`src/rtl/lzrw1_stream_unpacker.sv`:
```
// Front end for decompressor_top: splits an interleaved LZRW1 stream (control byte + up to 8 items)
// into flagged items and hands them over one at a time, throttled by decompressor_busy.
module lzrw1_stream_unpacker #(
  parameter int ITEM_COUNT_WIDTH = 16
) (
  input  logic                        clock,
  input  logic                        reset,
  input  logic [7:0]                  in_byte,
  input  logic                        in_valid,
  input  logic                        in_last,
  output logic                        in_ready,
  output logic [15:0]                 data_in,
  output logic                        control_word_in,
  output logic                        data_in_valid,
  input  logic                        decompressor_busy,
  output logic                        stream_done,
  output logic                        trunc_error,
  output logic [ITEM_COUNT_WIDTH-1:0] item_count
);

  typedef enum logic [2:0] {
    S_CTRL    = 3'd0,
    S_ITEM_LO = 3'd1,
    S_ITEM_HI = 3'd2,
    S_PRESENT = 3'd3,
    S_GAP     = 3'd4,
    S_DONE    = 3'd5
  } state_t;

  state_t                      state_q, state_d;
  logic [7:0]                  ctrl_q, ctrl_d;
  logic [3:0]                  flag_idx_q, flag_idx_d;
  logic [7:0]                  byte0_q, byte0_d;
  logic                        last_q, last_d;
  logic                        done_seen_q, done_seen_d;
  logic                        in_ready_q;
  logic [15:0]                 data_q, data_d;
  logic                        cw_q, cw_d;
  logic                        valid_q;
  logic                        done_q;
  logic                        trunc_q, trunc_d;
  logic [ITEM_COUNT_WIDTH-1:0] count_q, count_d;
  logic                        accept_s;
  logic [2:0]                  flag_pos_s;
  logic                        flag_s;

  assign accept_s   = in_valid && in_ready_q;
  assign flag_pos_s = 3'd7 - flag_idx_q[2:0];
  assign flag_s     = ctrl_q[flag_pos_s];

  // Next-state and datapath updates for the item splitter
  always_comb begin
    state_d     = state_q;
    ctrl_d      = ctrl_q;
    flag_idx_d  = flag_idx_q;
    byte0_d     = byte0_q;
    last_d      = last_q;
    done_seen_d = done_seen_q;
    data_d      = data_q;
    cw_d        = cw_q;
    trunc_d     = trunc_q;
    count_d     = count_q;
    case (state_q)
      S_CTRL: begin
        if (accept_s) begin
          ctrl_d     = in_byte;
          flag_idx_d = 4'd0;
          trunc_d    = 1'b0;
          // The count survives intermediate control bytes; only a new stream restarts it.
          if (done_seen_q) begin
            count_d     = {ITEM_COUNT_WIDTH{1'b0}};
            done_seen_d = 1'b0;
          end else begin
            count_d = count_q;
          end
          state_d = in_last ? S_DONE : S_ITEM_LO;
        end else begin
          state_d = S_CTRL;
        end
      end
      S_ITEM_LO: begin
        if (accept_s) begin
          byte0_d = in_byte;
          if (!flag_s) begin
            data_d  = {8'h00, in_byte};
            cw_d    = 1'b0;
            last_d  = in_last;
            state_d = S_PRESENT;
          end else if (in_last) begin
            trunc_d = 1'b1;
            state_d = S_DONE;
          end else begin
            state_d = S_ITEM_HI;
          end
        end else begin
          state_d = S_ITEM_LO;
        end
      end
      S_ITEM_HI: begin
        if (accept_s) begin
          data_d  = {byte0_q, in_byte};
          cw_d    = 1'b1;
          last_d  = in_last;
          state_d = S_PRESENT;
        end else begin
          state_d = S_ITEM_HI;
        end
      end
      S_PRESENT: begin
        if (!decompressor_busy) begin
          if (count_q != {ITEM_COUNT_WIDTH{1'b1}}) begin
            count_d = count_q + {{(ITEM_COUNT_WIDTH-1){1'b0}}, 1'b1};
          end else begin
            count_d = count_q;
          end
          flag_idx_d = flag_idx_q + 4'd1;
          state_d    = S_GAP;
        end else begin
          state_d = S_PRESENT;
        end
      end
      S_GAP: begin
        if (last_q) begin
          state_d = S_DONE;
        end else if (flag_idx_q == 4'd8) begin
          state_d = S_CTRL;
        end else begin
          state_d = S_ITEM_LO;
        end
      end
      S_DONE: begin
        done_seen_d = 1'b1;
        state_d     = S_CTRL;
      end
      default: begin
        state_d = S_CTRL;
      end
    endcase
  end

  // State, datapath and registered handshake outputs
  always_ff @(posedge clock or negedge reset) begin
    if (!reset) begin
      state_q     <= S_CTRL;
      ctrl_q      <= 8'h00;
      flag_idx_q  <= 4'd0;
      byte0_q     <= 8'h00;
      last_q      <= 1'b0;
      done_seen_q <= 1'b0;
      in_ready_q  <= 1'b0;
      data_q      <= 16'h0000;
      cw_q        <= 1'b0;
      valid_q     <= 1'b0;
      done_q      <= 1'b0;
      trunc_q     <= 1'b0;
      count_q     <= {ITEM_COUNT_WIDTH{1'b0}};
    end else begin
      state_q     <= state_d;
      ctrl_q      <= ctrl_d;
      flag_idx_q  <= flag_idx_d;
      byte0_q     <= byte0_d;
      last_q      <= last_d;
      done_seen_q <= done_seen_d;
      in_ready_q  <= (state_d == S_CTRL) || (state_d == S_ITEM_LO) || (state_d == S_ITEM_HI);
      data_q      <= data_d;
      cw_q        <= cw_d;
      valid_q     <= (state_d == S_PRESENT);
      done_q      <= (state_d == S_DONE);
      trunc_q     <= trunc_d;
      count_q     <= count_d;
    end
  end

  assign in_ready        = in_ready_q;
  assign data_in         = data_q;
  assign control_word_in = cw_q;
  assign data_in_valid   = valid_q;
  assign stream_done     = done_q;
  assign trunc_error     = trunc_q;
  assign item_count      = count_q;

endmodule
```
`config.mk`:
```
export PLATFORM = sky130hd
export DESIGN_NAME = lzrw1_stream_unpacker
export DESIGN_NICKNAME = d
export VERILOG_FILES = /design/src/rtl/lzrw1_stream_unpacker.sv
export SDC_FILE = /design/constraint.sdc
export NUM_CORES = 1
export LEC_CHECK = 0
export CORE_MARGIN = 1
export CORE_UTILIZATION = 58
export CTS_CLUSTER_SIZE = 14
export DETAILED_ROUTE_END_ITERATION = 10
export GPL_TIMING_DRIVEN = 0
export HOLD_SLACK_MARGIN = 0.15
export PLACE_DENSITY_LB_ADDON = 0.25
export SETUP_SLACK_MARGIN = 0.15
export SLEW_MARGIN = 20
export SYNTH_ARGS = -nofsm -noshare
export SYNTH_HDL_FRONTEND = slang
export SYNTH_SLANG_ARGS = --single-unit
```
`constraint.sdc`:
```
create_clock -name clock -period 4.63 [get_ports clock]
set_clock_uncertainty 0.2 [all_clocks]
set_input_delay 0.926 -clock clock [delete_from_list [all_inputs] [get_ports clock]]
set_output_delay 0.926 -clock clock [all_outputs]
set_load 0.01 [all_outputs]
```
==> summary.txt, run 1 <==
Status: completed
Placed cell count: 451
Worst r2r path cells: 6
Fill count: 377
Pwr dens: 619 nW/um^2
Overall Global Routing Usage: 28.6%
DRC: 0
Max Slew Vio Count: 0
Antenna Cells: 0
Cts repair resizes: 0
Area delta synth->final: 24.9%
DPL Wire Length: 5170 um
Primary FF master, synth: dfrtp_1
Crit path kind: input port to register
# Post-CTS Setup Buffers: 0
TritonRoute pass-1 iters: 4
Mean Syn Cell Area: 9.53 um^2
Max IR drop VDD: 0.416 mV
Max_cap viols: 0
Post-synthesis mux area share: 5.12%
Die Wd: 75.7 um
Crit Reg-Reg Startpoint: state_q[0]
Delay-heaviest family, CP: simple AND/OR/NAND/NOR gates
CP Capture Point: data_in[7]
Seq/Total Area, Yosys: 49.2%
Post-route setup TNS: 0 ps
Number of I/O port buffers: 49
FMAX: 335 MHz
Worst Hold Depth: 2
Startpoint types: input port
Syn Nets: 347
Post-synthesis instance total: 331
Routed vias: 2846
GRT overflow: 0
Slew margin rel.: 66.3%
Seq cells post-synth: 62
Final ANT Viol Nets: 0
IO Pins: 50
Non-Filler Instances: 467
Layout Nets: 408
Setup violations, final: 0
Initial Util: 61.0%
Layout cell share with drive strength beyond 1: 11.8%
Flop2flop setup slack: 2100 ps
FFs w/ async S/R, synth: 100%
Largest net degree at the start of global routing: 37
Synth cell types: 50
Critical R2R Capture: data_in[7]
CP cell instances: clkdlybuf4s50_1 > nand4b_1 > nor2_2 > nand2_2 > buf_2 > o221a_2
Clock Root Buffer: clkbuf_8
CP endpoint kind: register
Synth Warn #: 0
Initial antenna violation count: 0
Tightest Hold Check Type: register to register
Post-synth EDFFs: 0
Tmin final: 2990 ps
H-tree Lvls: 3
Crit path DAT: 3010 ps
CP max-delay cell: clkdlybuf4s50_1
Vias in the first global route: 2662
Required time of the critical path: 4660 ps
Worst skew pair latency: 340 ps
Gpl congestion: 0.911
Rows: 26
Routed length per instance: 16.1 um
Largest family of logic cells by synthesized area: simple AND/OR/NAND/NOR gates
Final period util: 64.5%
Iter 0 DRT Violations: 195
CTS Buf Count: 9
CTS sink count: 62
Worst Tran Pin Value: 505 ps
Routed vias/inst: 6.09
Post-synthesis adder-cell area fraction: 1.19%
Yosys top cell by area: dfrtp_1
Cell count along the critical path: 6
Core area: 5170 um^2
Max Root-Sink Buffers: 2
Leakage power: 1.65 nW
Worst path buffer plus inverter count: 2
Die Ht: 75.7 um
Compound-Gate Fraction of Synth Area: 18.4%
First element of the critical path: in_valid
Clk pin slew, worst setup/hold paths: 70 ps
First-pass GRT wire length: 12100 um
Simple-gate area share of the yosys netlist: 22.0%
Crit-path max cell delay: 560 ps
XOR/XNOR Fraction of Synth Area: 0.555%
Routed WL: 7520 um
Hold-fix buffers, CTS: 0
RSZ-0062 raised after global routing: no
Post-Syn Area: 3150 um^2
Ranking of synthesized cells by area: dfrtp_1 49%, nand2_1 6.1%, o21ai_0 5.1%
Max FO, Critical Path: 10
Die ar.: 5740 um^2
Final hold violation count: 0
CTS tree: yes
Share of the synthesized area in the top cell type: 49.2%
-- through the flow --
step / hold WS (ps) / total power, W / cell area [um^2] / setup WS [ps] / util (%)
after detailed placement: 260 / 0.00197 / 3750 / 1350 / 72.5
after global routing: 300 / 0.00259 / 3940 / 1560 / 76.1
final: 281 / 0.00244 / 3940 / 1640 / 76.1
after global placement: 252 / 0.00193 / 3730 / 468 / 72.2
after CTS: 277 / 0.00244 / 3940 / 1700 / 76.1
after floorplan: 237 / 0.00157 / 3150 / 2310 / -
-- synthesized netlist by cell type, types with 2 or more instances --
master,n
dfrtp_1,62
nand2_1,51
o21ai_0,32
nor2_1,20
a21oi_1,17
clkbuf_1,15
or3_1,13
a31oi_1,12
nand3_1,11
inv_1,10
o221a_2,9
mux2_2,8
and3_1,5
o211ai_1,5
and2_1,4
buf_2,4
nand3b_1,4
nand4_1,4
a21o_1,3
and4_1,3
ha_1,3
a22o_1,2
and3b_1,2
nand2b_1,2
nor3_1,2
nor4b_1,2
or4_1,2
xor2_1,2
-- routing by layer --
metal  track usage (%)  vias to the layer above  routed length (um)
li1                  -                     1331                   -
met5                 0                        -                   0
met4              13.0                        0                  85
met3              5.95                       13                 361
met1              36.1                     1409                3270
met2              47.3                       93                3800
-- how the worst min path moves through the flow --
stage | startpoint | end
after floorplan | ctrl_q[2] | ctrl_q[2]
after global placement | ctrl_q[2] | ctrl_q[2]
after detailed placement | ctrl_q[1] | ctrl_q[1]
after CTS | ctrl_q[1] | ctrl_q[1]
after global routing | ctrl_q[6] | ctrl_q[6]
final | byte0_q[0] | data_in[8]
-- state kept, by name, summed over array words and instances, names as in the netlist --
signal           count
stream_done          1
data_in             16
in_ready             1
flag_idx_q           4
state_q              3
byte0_q              8
control_word_in      1
data_in_valid        1
trunc_error          1
done_seen_q          1
ctrl_q               8
last_q               1
item_count          16
-- logic make-up (layout without fill, tap and decap cells) --
group	Yosys count	count (layout)
and+or+nand+nor	135	135
AOI/OAI and AO/OA	89	89
DFF	62	62
adders and majority gates	3	3
xor gates and xnor gates	2	2
buffers and inverters	29	95
muxes	11	11
-- power breakdown --
group / internal [W] / total (W) / switching (W)
combinational: 0.000519 / 0.00109 / 0.000570
clock: 0.000244 / 0.000461 / 0.000217
sequential: 0.000737 / 0.000887 / 0.000150
-- worst reg2reg max path, delay by kind of cell (launching register included) --
| family | cells | cell delay (ps) |
|---|---|---|
| buffers and inverters | 2 | 590 |
| AOI/OAI and AO/OA | 1 | 300 |
| and+or+nand+nor | 3 | 990 |
| DFF | 1 | 320 |
-- final cells by class --
type | count | area [um^2] | area share [%]
clock inverters | 7 | 65.1 | 1.65
clock buffers | 9 | 124 | 3.14
well taps | 70 | 87.6 | 2.22
flip-flops and latches | 62 | 1550 | 39.4
repair buffers | 50 | 508 | 12.9
plain buffers | 19 | 76.3 | 1.94
inverters | 10 | 37.5 | 0.953
multi-input cells | 240 | 1490 | 37.8
-- cells in the final DEF (no fill, tap or decap), types with 5 or more instances in the layout --
cell type,n
dfrtp_1,62
nand2_1,51
clkdlybuf4s50_1,48
o21ai_0,32
nor2_1,20
a21oi_1,17
clkbuf_1,15
or3_1,13
a31oi_1,12
nand3_1,11
inv_1,10
o221a_2,9
clkbuf_8,9
mux2_2,8
o211ai_1,5
and3_1,5
Note: power is estimated with default switching activity, not from simulation.
==> inputs of run 2 (changes only) <==
Settings changed: CORE_UTILIZATION 58 to 54.
Clock period 4.63 ns to 3.08 ns, I/O delays scaled along.
==> run 2 against run 1 <==
- routed wire length grew 4.4%
- flip-flop and latch count is the same
- register-to-register slack got worse by 1500 ps
- cell area up 0.16%
- clock power increased by 45%
- non-clock buffer count up 1
- first-iteration DRC count is 5.1% higher
- power grew 49%
- clock-buffer cell count up 1
- via count is essentially flat
==> summary.txt, run 2 (same netlist as run 1, synthesis figures left out) <==
Status: completed
Largest net degree at the start of global routing: 41 (+11%)
Pwr dens: 922 nW/um^2 (+49%)
Clock Root Buffer: clkbuf_8
Non-Filler Instances: 470 (+0.64%)
GRT overflow: 0 (unchanged)
Final hold violation count: 0 (unchanged)
Crit path DAT: 2680 ps (-330 ps)
Worst skew pair latency: 340 ps (about the same)
Routed vias/inst: 6.05 (-0.67%)
Placed cell count: 453 (+0.44%)
Gpl congestion: 0.875 (-4.0%)
DPL Wire Length: 5280 um (+2.1%)
# Post-CTS Setup Buffers: 0 (unchanged)
Number of I/O port buffers: 49 (unchanged)
Initial antenna violation count: 0 (unchanged)
Most frequent cells in the layout: 62 x dfrtp_1, 51 x nand2_1, 48 x clkdlybuf4s50_1
Die ar.: 6150 um^2 (+7.2%)
Post-layout util: 70.8% (-5.4 points)
First-pass GRT wire length: 13000 um (+6.8%)
Layout cell share with drive strength beyond 1: 11.8% (-0.030 points)
Tightest Hold Check Type: register to register
RSZ-0062 raised after global routing: no
Routed vias: 2845 (-0.035%)
Tmin final: 2640 ps
Worst Hold Depth: 2 (unchanged)
Worst Tran Pin Value: 569 ps (+63.5 ps)
Setup violations, final: 0 (unchanged)
CTS Buf Count: 9 (unchanged)
Final period util: 85.8%
Crit Reg-Reg Startpoint: state_q[0]
FMAX: 378 MHz
Max IR drop VDD: 0.628 mV (+51%)
Initial Util: 56.6% (-4.4 points)
Layout Nets: 409 (+0.25%)
Die Ht: 78.4 um (+3.5%)
Overall Global Routing Usage: 27.8% (-0.74 points)
Worst r2r path cells: 6 (unchanged)
Clk pin slew, worst setup/hold paths: 80 ps (about the same)
Routed WL: 7850 um (+4.4%)
CP endpoint kind: register
Critical R2R Capture: data_in[7]
Max_cap viols: 0 (unchanged)
Crit path kind: input port to register
Startpoint types: input port
First element of the critical path: in_valid
Worst hold margin: 276 ps (-4.07 ps)
Required time of the critical path: 3120 ps (-1540 ps)
CTS tree: yes
DRC: 0 (unchanged)
Area delta synth->final: 25.1%
Max Root-Sink Buffers: 2 (unchanged)
Hold path startpoint: ctrl_q[0]
Leakage power: 1.66 nW (+0.36%)
Routed length per instance: 16.7 um (+3.7%)
Final ANT Viol Nets: 0 (unchanged)
TritonRoute pass-1 iters: 4 (unchanged)
Die Wd: 78.4 um (+3.5%)
IO Pins: 50 (unchanged)
Iter 0 DRT Violations: 205 (+5.1%)
Antenna Cells: 0 (unchanged)
Slew margin rel.: 61.7% (-4.5 points)
Commonest non-fill, non-tap cell in the layout: dfrtp_1
Core area: 5570 um^2 (+7.8%)
Vias in the first global route: 2664 (+0.075%)
Max FO, Critical Path: 10 (unchanged)
Flop2flop setup slack: 590 ps (-1510 ps)
Max Slew Vio Count: 0 (unchanged)
CP Capture Point: data_in[7]
H-tree Lvls: 3 (unchanged)
CTS sink count: 62 (unchanged)
Rows: 27 (+3.8%)
[run 2: cell types whose count changed in the layout (fill, tap and decap cells not counted), sizes merged]
cell         before  now
inv              10   11
dlygate4sd3       0    1
clkbuf           24   25
bufinv            1    0
clkinv            4    5
clkinvlp          2    0
[run 2: timing repair]
item | 4_1_cts | 5_1_grt
resized for setup | 0 | 0
hold buffers | 1 | 0
endpoints found under the hold margin | 22 | 0
setup endpoints to repair | 0 | 0
[run 2: worst min-delay path by stage]
stage                  to  slack (ps)
2_1_floorplan  byte0_q[0]         120
3_3_place_gp    ctrl_q[0]         250
3_5_place_dp    ctrl_q[0]         260
4_1_cts         ctrl_q[0]         280
5_1_grt         ctrl_q[2]         300
6_report        ctrl_q[0]         280
[run 2: per-stage QoR]
| step | worst slack (ps) | total power, W | TNS, ps | area, um^2 |
|---|---|---|---|---|
| floorplan | 902 | 0.00236 | 0 | 3150 |
| global placement | -824 | 0.00291 | -50820 | 3730 |
| detailed placement | 65.5 | 0.00296 | 0 | 3750 |
| CTS | 429 | 0.00364 | 0 | 3950 |
| global route | 312 | 0.00388 | 0 | 3950 |
| finish | 436 | 0.00364 | 0 | 3950 |
[run 2: per-layer routing]
layer	vias to the layer above	track usage, %	part of all wire [%]
li1	1330	-	-
met1	1406	35.9	45
met2	98	46.0	49
met3	11	5.00	4.8
met4	0	12.0	1.5
met5	-	0	0
[run 2: critical path: stages]
cell and delay (ps):
clkdlybuf4s50_1 570, nand4b_1 220, nor2_2 450, nand2_2 260, buf_2 270, o221a_2 290
[run 2: final cells by class]
class,count,area [um^2]
Fill cell,450,1630
Sequential cell,62,1550
Multi-Input combinational cell,240,1490
Timing Repair Buffer,51,518
Clock buffer,10,138
Tap cell,72,90.1
Buffer,19,76.3
Clock inverter,6,45.0
Inverter,10,37.5
[run 2: power by group]
part	leakage [nW]	switching [W]	internal, W
Clock	0.0966	0.000350	0.000318
Sequential	0.798	0.000240	0.00111
Combinational	0.766	0.000841	0.000781
Total	1.66	0.00143	0.00221
==> inputs of run 3 (changes only) <==
Settings changed: CORE_MARGIN 1 to 3.
==> run 3 against run 2 <==
- fmax down 0.67%
- non-clock buffer count unchanged
- sequential power about the same
- clock power up 20%
- cell count unchanged
- combinational power about the same
- clock-buffer cell count down 1
- utilization up 0.83 points
- flip-flop and latch count unchanged
- critical endpoint unchanged
- largest cell class unchanged
- largest power group unchanged
- highest routed layer unchanged
==> summary.txt, run 3 (same netlist as run 1, synthesis figures left out) <==
RSZ-0062 raised after global routing: no
Final ANT Viol Nets: 0 (unchanged)
Initial antenna violation count: 0 (unchanged)
Gpl congestion: 0.874 (about the same)
Max_cap viols: 0 (unchanged)
Pwr dens: 950 nW/um^2 (+3.0%)
Worst Hold End: data_in[9]
CTS sink count: 62 (unchanged)
IO Pins: 50 (unchanged)
Clock Root Buffer: clkbuf_8
Reg power frac: 35.6% (-1.5 points)
Die Ht: 82.4 um (+5.1%)
CP endpoint kind: register
Post-route setup TNS: 0 ps (unchanged)
DPL Wire Length: 5720 um (+8.3%)
Crit path DAT: 2700 ps (+20 ps)
Crit path kind: input port to register
Routed vias/inst: 6.07 (+0.21%)
Iter 0 DRT Violations: 166 (-19%)
Area delta synth->final: 26.5%
Final period util: 86.4% (+0.58 points)
Number of I/O port buffers: 49 (unchanged)
H-tree Lvls: 3 (unchanged)
Leakage power: 1.67 nW (+0.75%)
Worst skew pair latency: 350 ps (about the same)
CTS tree: yes
Initial Util: 56.6% (unchanged)
Critical R2R Capture: data_in[7]
Placed cell count: 453 (unchanged)
Final non-filler cell area: 3990 um^2 (+1.2%)
Placed Area: 3760 um^2 (+0.20%)
Hold path startpoint: byte0_q[1]
GRT Max-Usage Layer: met2
Grt met2 use: 44.6% (-1.3 points)
Rows: 27 (unchanged)
Die ar.: 6790 um^2 (+10%)
Clk pin slew, worst setup/hold paths: 70 ps (about the same)
Required time of the critical path: 3110 ps (about the same)
Commonest non-fill, non-tap cell in the layout: dfrtp_1
Routed length per instance: 17.6 um (+5.4%)
Layout Nets: 409 (unchanged)
GRT overflow: 0 (unchanged)
Max FO, Critical Path: 10 (unchanged)
Layout cell share with drive strength beyond 1: 11.8% (unchanged)
CTS Buf Count: 9 (unchanged)
Worst hold margin: 277 ps (+0.975 ps)
Cts repair resizes: 0 (unchanged)
Non-Filler Instances: 470 (unchanged)
Largest net degree at the start of global routing: 45 (+9.8%)
Clock share of power: 21.1% (+2.7 points)
Flop2flop setup slack: 580 ps (about the same)
Routed WL: 8270 um (+5.4%)
Slew margin rel.: 64.9% (+3.2 points)
Worst Tran Pin Value: 526 ps (-42.7 ps)
Max IR drop VDD: 0.647 mV (+3.0%)
Overall Global Routing Usage: 26.7% (-1.1 points)
Routed vias: 2851 (+0.21%)
FMAX: 376 MHz (-0.67%)
Setup violations, final: 0 (unchanged)
Met3 Resource Use GR: 3.80% (-1.2 points)
DRC: 0 (unchanged)
Core area: 5570 um^2 (unchanged)
Max Slew Vio Count: 0 (unchanged)
# Post-CTS Setup Buffers: 0 (unchanged)
Status: completed
TritonRoute pass-1 iters: 4 (unchanged)
Switching share of power: 38.1% (-1.3 points)
Max Root-Sink Buffers: 2 (unchanged)
Worst Hold Depth: 2 (unchanged)
Antenna Cells: 0 (unchanged)
P_int: 0.00235 W (+6.4%)
Final hold violation count: 0 (unchanged)
Post-layout util: 71.6% (+0.83 points)
Most frequent cells in the layout: 62 x dfrtp_1, 51 x nand2_1, 48 x clkdlybuf4s50_1
First-pass GRT wire length: 13600 um (+4.9%)
Startpoint types: input port
Die Wd: 82.4 um (+5.1%)
Net Sw Power: 0.00144 W (+0.81%)
Crit Reg-Reg Startpoint: state_q[2]
Tmin final: 2660 ps (+17.9 ps)
Global-route track usage on met1: 33.5% (-2.5 points)
Vias in the first global route: 2842 (+6.7%)
Combinational fraction of design power: 43.3% (-1.3 points)
Worst r2r path cells: 6 (unchanged)
Tightest Hold Check Type: register to register
## run 3: layout make-up
type                    instances  area [um^2]
fillers                       439         1580
clock inverters                 7         97.6
well taps                      72         90.1
multi-input cells             240         1490
inverters                      10         37.5
repair buffers                 51          526
clock buffers                   9          124
plain buffers                  19         76.3
flip-flops and latches         62         1550
## run 3: worst max-delay path by stage
| stage | endpoint | cells past startpoint | from |
|---|---|---|---|
| 2_1_floorplan | stream_done | 5 | flag_idx_q[0] |
| 3_3_place_gp | data_in[13] | 1 | reset |
| 3_5_place_dp | data_in[7] | 6 | in_valid |
| 4_1_cts | data_in[7] | 6 | in_valid |
| 5_1_grt | flag_idx_q[2] | 7 | state_q[0] |
| 6_report | data_in[7] | 6 | in_valid |
## run 3: power groups by stage
stage          clock (W)  combinational, W  sequential [W]
3_5_place_dp           0           0.00162         0.00135
3_3_place_gp           0           0.00157         0.00134
6_report        0.000801           0.00164         0.00135
5_1_grt         0.000846           0.00181         0.00138
2_1_floorplan          0          0.000996         0.00136
4_1_cts         0.000810           0.00164         0.00134
## run 3: critical path, cell delays in order
cell and delay (ps):
clkdlybuf4s50_1 560, nand4b_1 220, nor2_2 480, nand2_2 260
buf_2 260, o221a_2 280
## run 3: what timing repair did
action | CTS | global route
endpoints found under the hold margin | 18 | 0
endpoints found under the setup margin | 0 | 0
hold buffers | 1 | 0
## run 3: layer usage
metal  up-vias  share of wire, %  wire length [um]
met5         -                 0                 0
met4         0               1.8               148
met3        12               5.1               420
met2       106                50              4160
met1      1404                43              3550
li1       1329                 -                 -
## run 3: through the flow
stage	worst slack (ps)	total power, W
final	418	0.00379
after global placement	-825	0.00291
after global routing	325	0.00404
after CTS	477	0.00379
after detailed placement	87.6	0.00297
after floorplan	902	0.00236
